==> config.mk <==
export PLATFORM = sky130hd
export DESIGN_NAME = div_iterative
export DESIGN_NICKNAME = d
export VERILOG_FILES = /design/src/rtl/div_iterative_pkg.sv /design/src/rtl/div_iterative_step.sv /design/src/rtl/div_iterative_sub32.sv /design/src/rtl/div_iterative.sv
export SDC_FILE = /design/constraint.sdc
export NUM_CORES = 1
export LEC_CHECK = 0
export ABC_AREA = 1
export BUFFER_PORTS_ARGS = -buffer_cell sky130_fd_sc_hd__buf_2
export CORE_ASPECT_RATIO = 0.7
export CORE_UTILIZATION = 40
export CTS_CLUSTER_DIAMETER = 200
export DETAILED_ROUTE_END_ITERATION = 8
export GPL_ROUTABILITY_DRIVEN = 0
export PLACE_DENSITY_LB_ADDON = 0.12
export SYNTH_ARGS = -nofsm -noshare
export SYNTH_HDL_FRONTEND = slang
export SYNTH_HIERARCHICAL = 1
export SYNTH_SLANG_ARGS = --single-unit
==> constraint.sdc <==
create_clock -name clock -period 6.05 [get_ports clock]
set_input_delay 1.21 -clock clock [delete_from_list [all_inputs] [get_ports clock]]
set_output_delay 1.21 -clock clock [all_outputs]
set_load 0.05 [all_outputs]
==> src/rtl/div_iterative_pkg.sv <==
// div_iterative_pkg: shared widths, iteration count and FSM encoding for the iterative divider
package div_iterative_pkg;
    localparam int DIV_WIDTH = 32;
    localparam int DIV_ITER  = 32;
    localparam int CNT_W     = 6;
    typedef enum logic [1:0] {
        IDLE = 2'd0,
        RUN  = 2'd1,
        DONE = 2'd2
    } state_e;
endpackage

==> src/rtl/div_iterative_step.sv <==
// div_step: one restoring-division step on an already shifted partial remainder.
//   r_sh  : 33-bit shifted remainder {R, next dividend bit}
//   d     : divisor magnitude
//   r_nx  : remainder after the trial subtraction (restored on borrow)
//   q_bit : quotient bit produced by this step
module div_step
    import div_iterative_pkg::*;
(
    input  logic [DIV_WIDTH:0]   r_sh,
    input  logic [DIV_WIDTH-1:0] d,
    output logic [DIV_WIDTH-1:0] r_nx,
    output logic                 q_bit
);
    logic [DIV_WIDTH-1:0] diff;
    logic                 c_out;
    sub32 u_sub (.a(r_sh[DIV_WIDTH-1:0]), .b(d), .diff(diff), .c_out(c_out));
    // A set bit 32 always covers a low-word borrow. The kept remainder is
    // below d, so it always fits in 32 bits and bit 32 never needs storing.
    assign q_bit = r_sh[DIV_WIDTH] | c_out;
    assign r_nx  = q_bit ? diff : r_sh[DIV_WIDTH-1:0];
endmodule

==> src/rtl/div_iterative_sub32.sv <==
// sub32: 32-bit subtraction stage, diff = a + ~b + 1.
//   a, b  : operands
//   diff  : a - b (mod 2^32)
//   c_out : 1 when no borrow occurred (a >= b, unsigned)
module sub32 (
    input  logic [31:0] a,
    input  logic [31:0] b,
    output logic [31:0] diff,
    output logic        c_out
);
    assign {c_out, diff} = {1'b0, a} + {1'b0, ~b} + 33'd1;
endmodule

==> src/rtl/div_iterative.sv <==
// div_iterative: multi-cycle signed 32-bit restoring divider.
//   clock, reset   : rising-edge clock, synchronous active-high reset
//   data_operandA  : dividend, sampled when ctrl_DIV=1
//   data_operandB  : divisor, sampled when ctrl_DIV=1
//   ctrl_DIV       : start pulse, restarts from any state
//   data_result    : quotient truncated toward zero, held until next completion
//   data_exception : divide-by-zero flag, held alongside data_result
//   data_resultRDY : one-cycle completion pulse
module div_iterative
    import div_iterative_pkg::*;
#(
    parameter int WIDTH = DIV_WIDTH,
    parameter int ITER  = DIV_ITER
) (
    input  logic             clock,
    input  logic             reset,
    input  logic [WIDTH-1:0] data_operandA,
    input  logic [WIDTH-1:0] data_operandB,
    input  logic             ctrl_DIV,
    output logic [WIDTH-1:0] data_result,
    output logic             data_exception,
    output logic             data_resultRDY
);
    state_e             state_q, state_d;
    logic [CNT_W-1:0]   cnt_q, cnt_d;
    logic [WIDTH-1:0]   r_q, r_d, q_q, q_d, d_q, d_d, result_q, result_d;
    logic               sign_q, sign_d, dbz_q, dbz_d, exc_q, exc_d, rdy_q, rdy_d;
    logic [WIDTH-1:0]   neg_a, neg_b, neg_q, abs_a, abs_b, r_nx;
    logic               c_a, c_q, b_zero, q_bit, unused_c;

    sub32 u_neg_a (.a({WIDTH{1'b0}}), .b(data_operandA), .diff(neg_a), .c_out(c_a));
    // 0 - B only avoids a borrow when B is zero, so this carry is the divide-by-zero test
    sub32 u_neg_b (.a({WIDTH{1'b0}}), .b(data_operandB), .diff(neg_b), .c_out(b_zero));
    sub32 u_neg_q (.a({WIDTH{1'b0}}), .b(q_q), .diff(neg_q), .c_out(c_q));
    div_step u_step (.r_sh({r_q, q_q[WIDTH-1]}), .d(d_q), .r_nx(r_nx), .q_bit(q_bit));

    assign unused_c = c_a ^ c_q;
    assign abs_a    = data_operandA[WIDTH-1] ? neg_a : data_operandA;
    assign abs_b    = data_operandB[WIDTH-1] ? neg_b : data_operandB;

    always_comb begin
        state_d  = state_q;
        cnt_d    = cnt_q;
        r_d      = r_q;
        q_d      = q_q;
        d_d      = d_q;
        sign_d   = sign_q;
        dbz_d    = dbz_q;
        result_d = result_q;
        exc_d    = exc_q;
        rdy_d    = (state_q == DONE);
        if (state_q == RUN) begin
            r_d     = r_nx;
            q_d     = {q_q[WIDTH-2:0], q_bit};
            cnt_d   = cnt_q + 1'b1;
            state_d = (cnt_q == CNT_W'(ITER - 1)) ? DONE : RUN;
        end
        if (state_q == DONE) begin
            result_d = dbz_q ? '0 : (sign_q ? neg_q : q_q);
            exc_d    = dbz_q;
            state_d  = IDLE;
        end
        // A start overrides the step in progress; the DONE outputs above still commit
        if (ctrl_DIV) begin
            q_d     = abs_a;
            d_d     = abs_b;
            r_d     = '0;
            sign_d  = data_operandA[WIDTH-1] ^ data_operandB[WIDTH-1];
            dbz_d   = b_zero;
            cnt_d   = '0;
            state_d = RUN;
        end
    end

    always_ff @(posedge clock) begin
        if (reset) begin
            state_q  <= IDLE;
            cnt_q    <= '0;
            r_q      <= '0;
            q_q      <= '0;
            d_q      <= '0;
            sign_q   <= 1'b0;
            dbz_q    <= 1'b0;
            result_q <= '0;
            exc_q    <= 1'b0;
            rdy_q    <= 1'b0;
        end else begin
            state_q  <= state_d;
            cnt_q    <= cnt_d;
            r_q      <= r_d;
            q_q      <= q_d;
            d_q      <= d_d;
            sign_q   <= sign_d;
            dbz_q    <= dbz_d;
            result_q <= result_d;
            exc_q    <= exc_d;
            rdy_q    <= rdy_d;
        end
    end

    assign data_result    = result_q;
    assign data_exception = exc_q;
    assign data_resultRDY = rdy_q;
endmodule

==> results.cfg <==
[global_routing]
largest_net_degree_at_the_start_of_global_routing = 68
globalRoute.busiestLayer = met1
global_route.usage.met3_pct = 4.26
gr_ovfl_total = 0
grt_use_total_pct = 25.6
met2_usage_pct = 32.7
number_of_antenna_violations_at_the_first_check_in_global_routing = 5
via_count_of_the_first_global_routing_pass = 16400
grt_first_pass_wirelength_mm = 87.4
gr-usage-met1_pct = 43.2

[sta]
finalClockSkew_ns = 0.0166
timing.final.max_slew_violations = 0
finalHoldViolCount = 0
max_slew.worst_pin.slew_ns = 1.26
final.setup.tns_ns = 0
fin_worst_hold_slack_ns = 0.459
timing.max_slew.rel_slack_pct = 15.7
grt_setup_unrepaired = false
final.period_utilization_pct = 57.0
time_the_worst_path_needs_with_i_o_delays_and_setup_ns = 3.45
achievable-frequency_ghz = 0.290
finalSetupViolCount = 0

[worst_setup_path]
timing.critical_path.fanout_max = 33
timing_worst_setup_path_type = reg -> reg
timing.critical_path.from_type = flop
arrival_ns = 3.77
cell_breakdown_of_the_critical_path = inv_1 -> ha_1 -> fa_1 -> inv_1 -> nand3_1 -> nand3_1 -> nand2_1 -> a21oi_2 -> nor2_1 -> o21ai_2 -> buf_4 -> nor2_4 -> inv_1 -> o21ai_0 -> a21oi_1
most_frequent_cell_on_the_critical_path = inv_1
timing.reg2reg.setup_slack_ns = 2.60
crit_start = q_q[31]
r2r.worst_path.cells = 15
crit_slowest_cell = nor2_4
critPathCaptureType = flop
critPathMaxStageDelay_ns = 0.77
r2r-start = q_q[31]
required_ns = 6.37

[clock_network]
clk_pin_slew_worst_paths_ns = 0.07
cts_repair_resize_count = 0
cts_root_buf = clkbuf_16
cts_post_setup_buffers_inserted = 0
tritoncts = built
clk_latency_ns = 0.44
clock_sink_count = 140
ctsHoldBuffers = 0
clock_tree.htree_level_count = 4
tritoncts.num_buffers = 17
max-clock-path-buffers = 2

[layout]
layout.cells.non_filler = 3856
fillCellCount = 4518
final_nets = 3494
layout_stage_area_growth_over_the_synthesis_result_pct = 10.8
mostFrequentLayoutCells = 1,189 x nand2_1, 600 x inv_1, 349 x nor2_1
mostFrequentLayoutCell = nand2_1
post_route_cells_drive_above_1_share_pct = 7.32

[floorplan]
die_h_um = 173
initial_utilization_pct = 40.7
chipWidth_um = 247
rows = 62
floorplan.die_area_um2 = 42700
design.core.area_um2 = 41200
io-pin-count = 101

[pwr]
ir_worst_vdd_v = 0.000181
finalPower_uw = 3910
leakage_power_uw = 0.0111
power_density_cells_nw_per_um2 = 211

[outcome]
run_status = complete, but fails checks
failing_checks = design-rule violations

[route]
route.detailed.vias_per_inst = 4.81
avgRoutedWirePerCell_um = 14.0
drt.antenna.violating_nets = 0
detailroute.via_count = 18600
wirelength_mm = 54.1
first_pass_iters = 9
drc_errors = 10
drt_first_iter_violations = 1624

[logic_synthesis]
yosysWarningCount = 6
synth_cells = 3145
syn-mean-instance-area_um2 = 5.33
netlist_area_um2 = 16800

[placement]
buffer_ports.inserted = 100
placedCellCount = 3819
hpwl_mm = 43.9

[hold_path]
min-delay-start = d_q[10]
worst_hold_path_type = reg -> reg
whs_path_cells = 2

[flow_run]
maxcap_viol_count = 0
[registers in the layout (all words and copies together) (netlist names)]
name / flops
d_q: 32
data_result: 32
q_q: 32
r_q: 32
cnt_q: 6
state_q: 2
data_exception: 1
data_resultRDY: 1
dbz_q: 1
sign_q: 1
[worst max-delay path: cells and delay by family (launching register included)]
| family | cells | cell delay (ns) |
|---|---|---|
| adders and majority gates | 2 | 0.41 |
| buffers and inverters | 4 | 0.52 |
| AOI/OAI and AO/OA | 4 | 0.71 |
| DFF | 1 | 0.38 |
| and+or+nand+nor | 5 | 1.31 |
[where the power goes]
part	internal (µW)	total, µW	switching [µW]
Combinational	584	1810	1230
Sequential	977	1040	65.5
Clock	612	1060	449
Total	2170	3910	1740
[path summary, 6_finish.rpt]
check | end
max | q_q[0]
min | d_q[10]
max reg2reg | q_q[0]
min reg2reg | d_q[10]
[per-stage QoR]
stage	area, µm²	utilization, %	setup slack [ns]
5_1_grt	18600	45.1	2.37
4_1_cts	18600	45.1	2.60
6_report	18600	45.1	2.60
3_3_place_gp	18000	43.7	2.40
3_5_place_dp	18000	43.7	2.35
2_1_floorplan	17100	-	3.32
[layer usage]
| metal | vias up | share of wire [%] |
|---|---|---|
| met3 | 23 | 8.1 |
| li1 | 9736 | - |
| met2 | 553 | 35 |
| met1 | 8251 | 56 |
| met4 | 0 | 0.76 |
| met5 | - | 0 |
[area by class of cell]
type	instances	area (µm²)	area share [%]
diodes	5	12.5	0.0674
clock buffers	20	437	2.35
clock inverters	12	141	0.761
inverters	611	2290	12.3
multi-input cells	2416	11600	62.7
flip-flops and latches	140	2800	15.1
well taps	544	681	3.66
repair buffers	108	561	3.02
(Power assumes the default switching activity.)
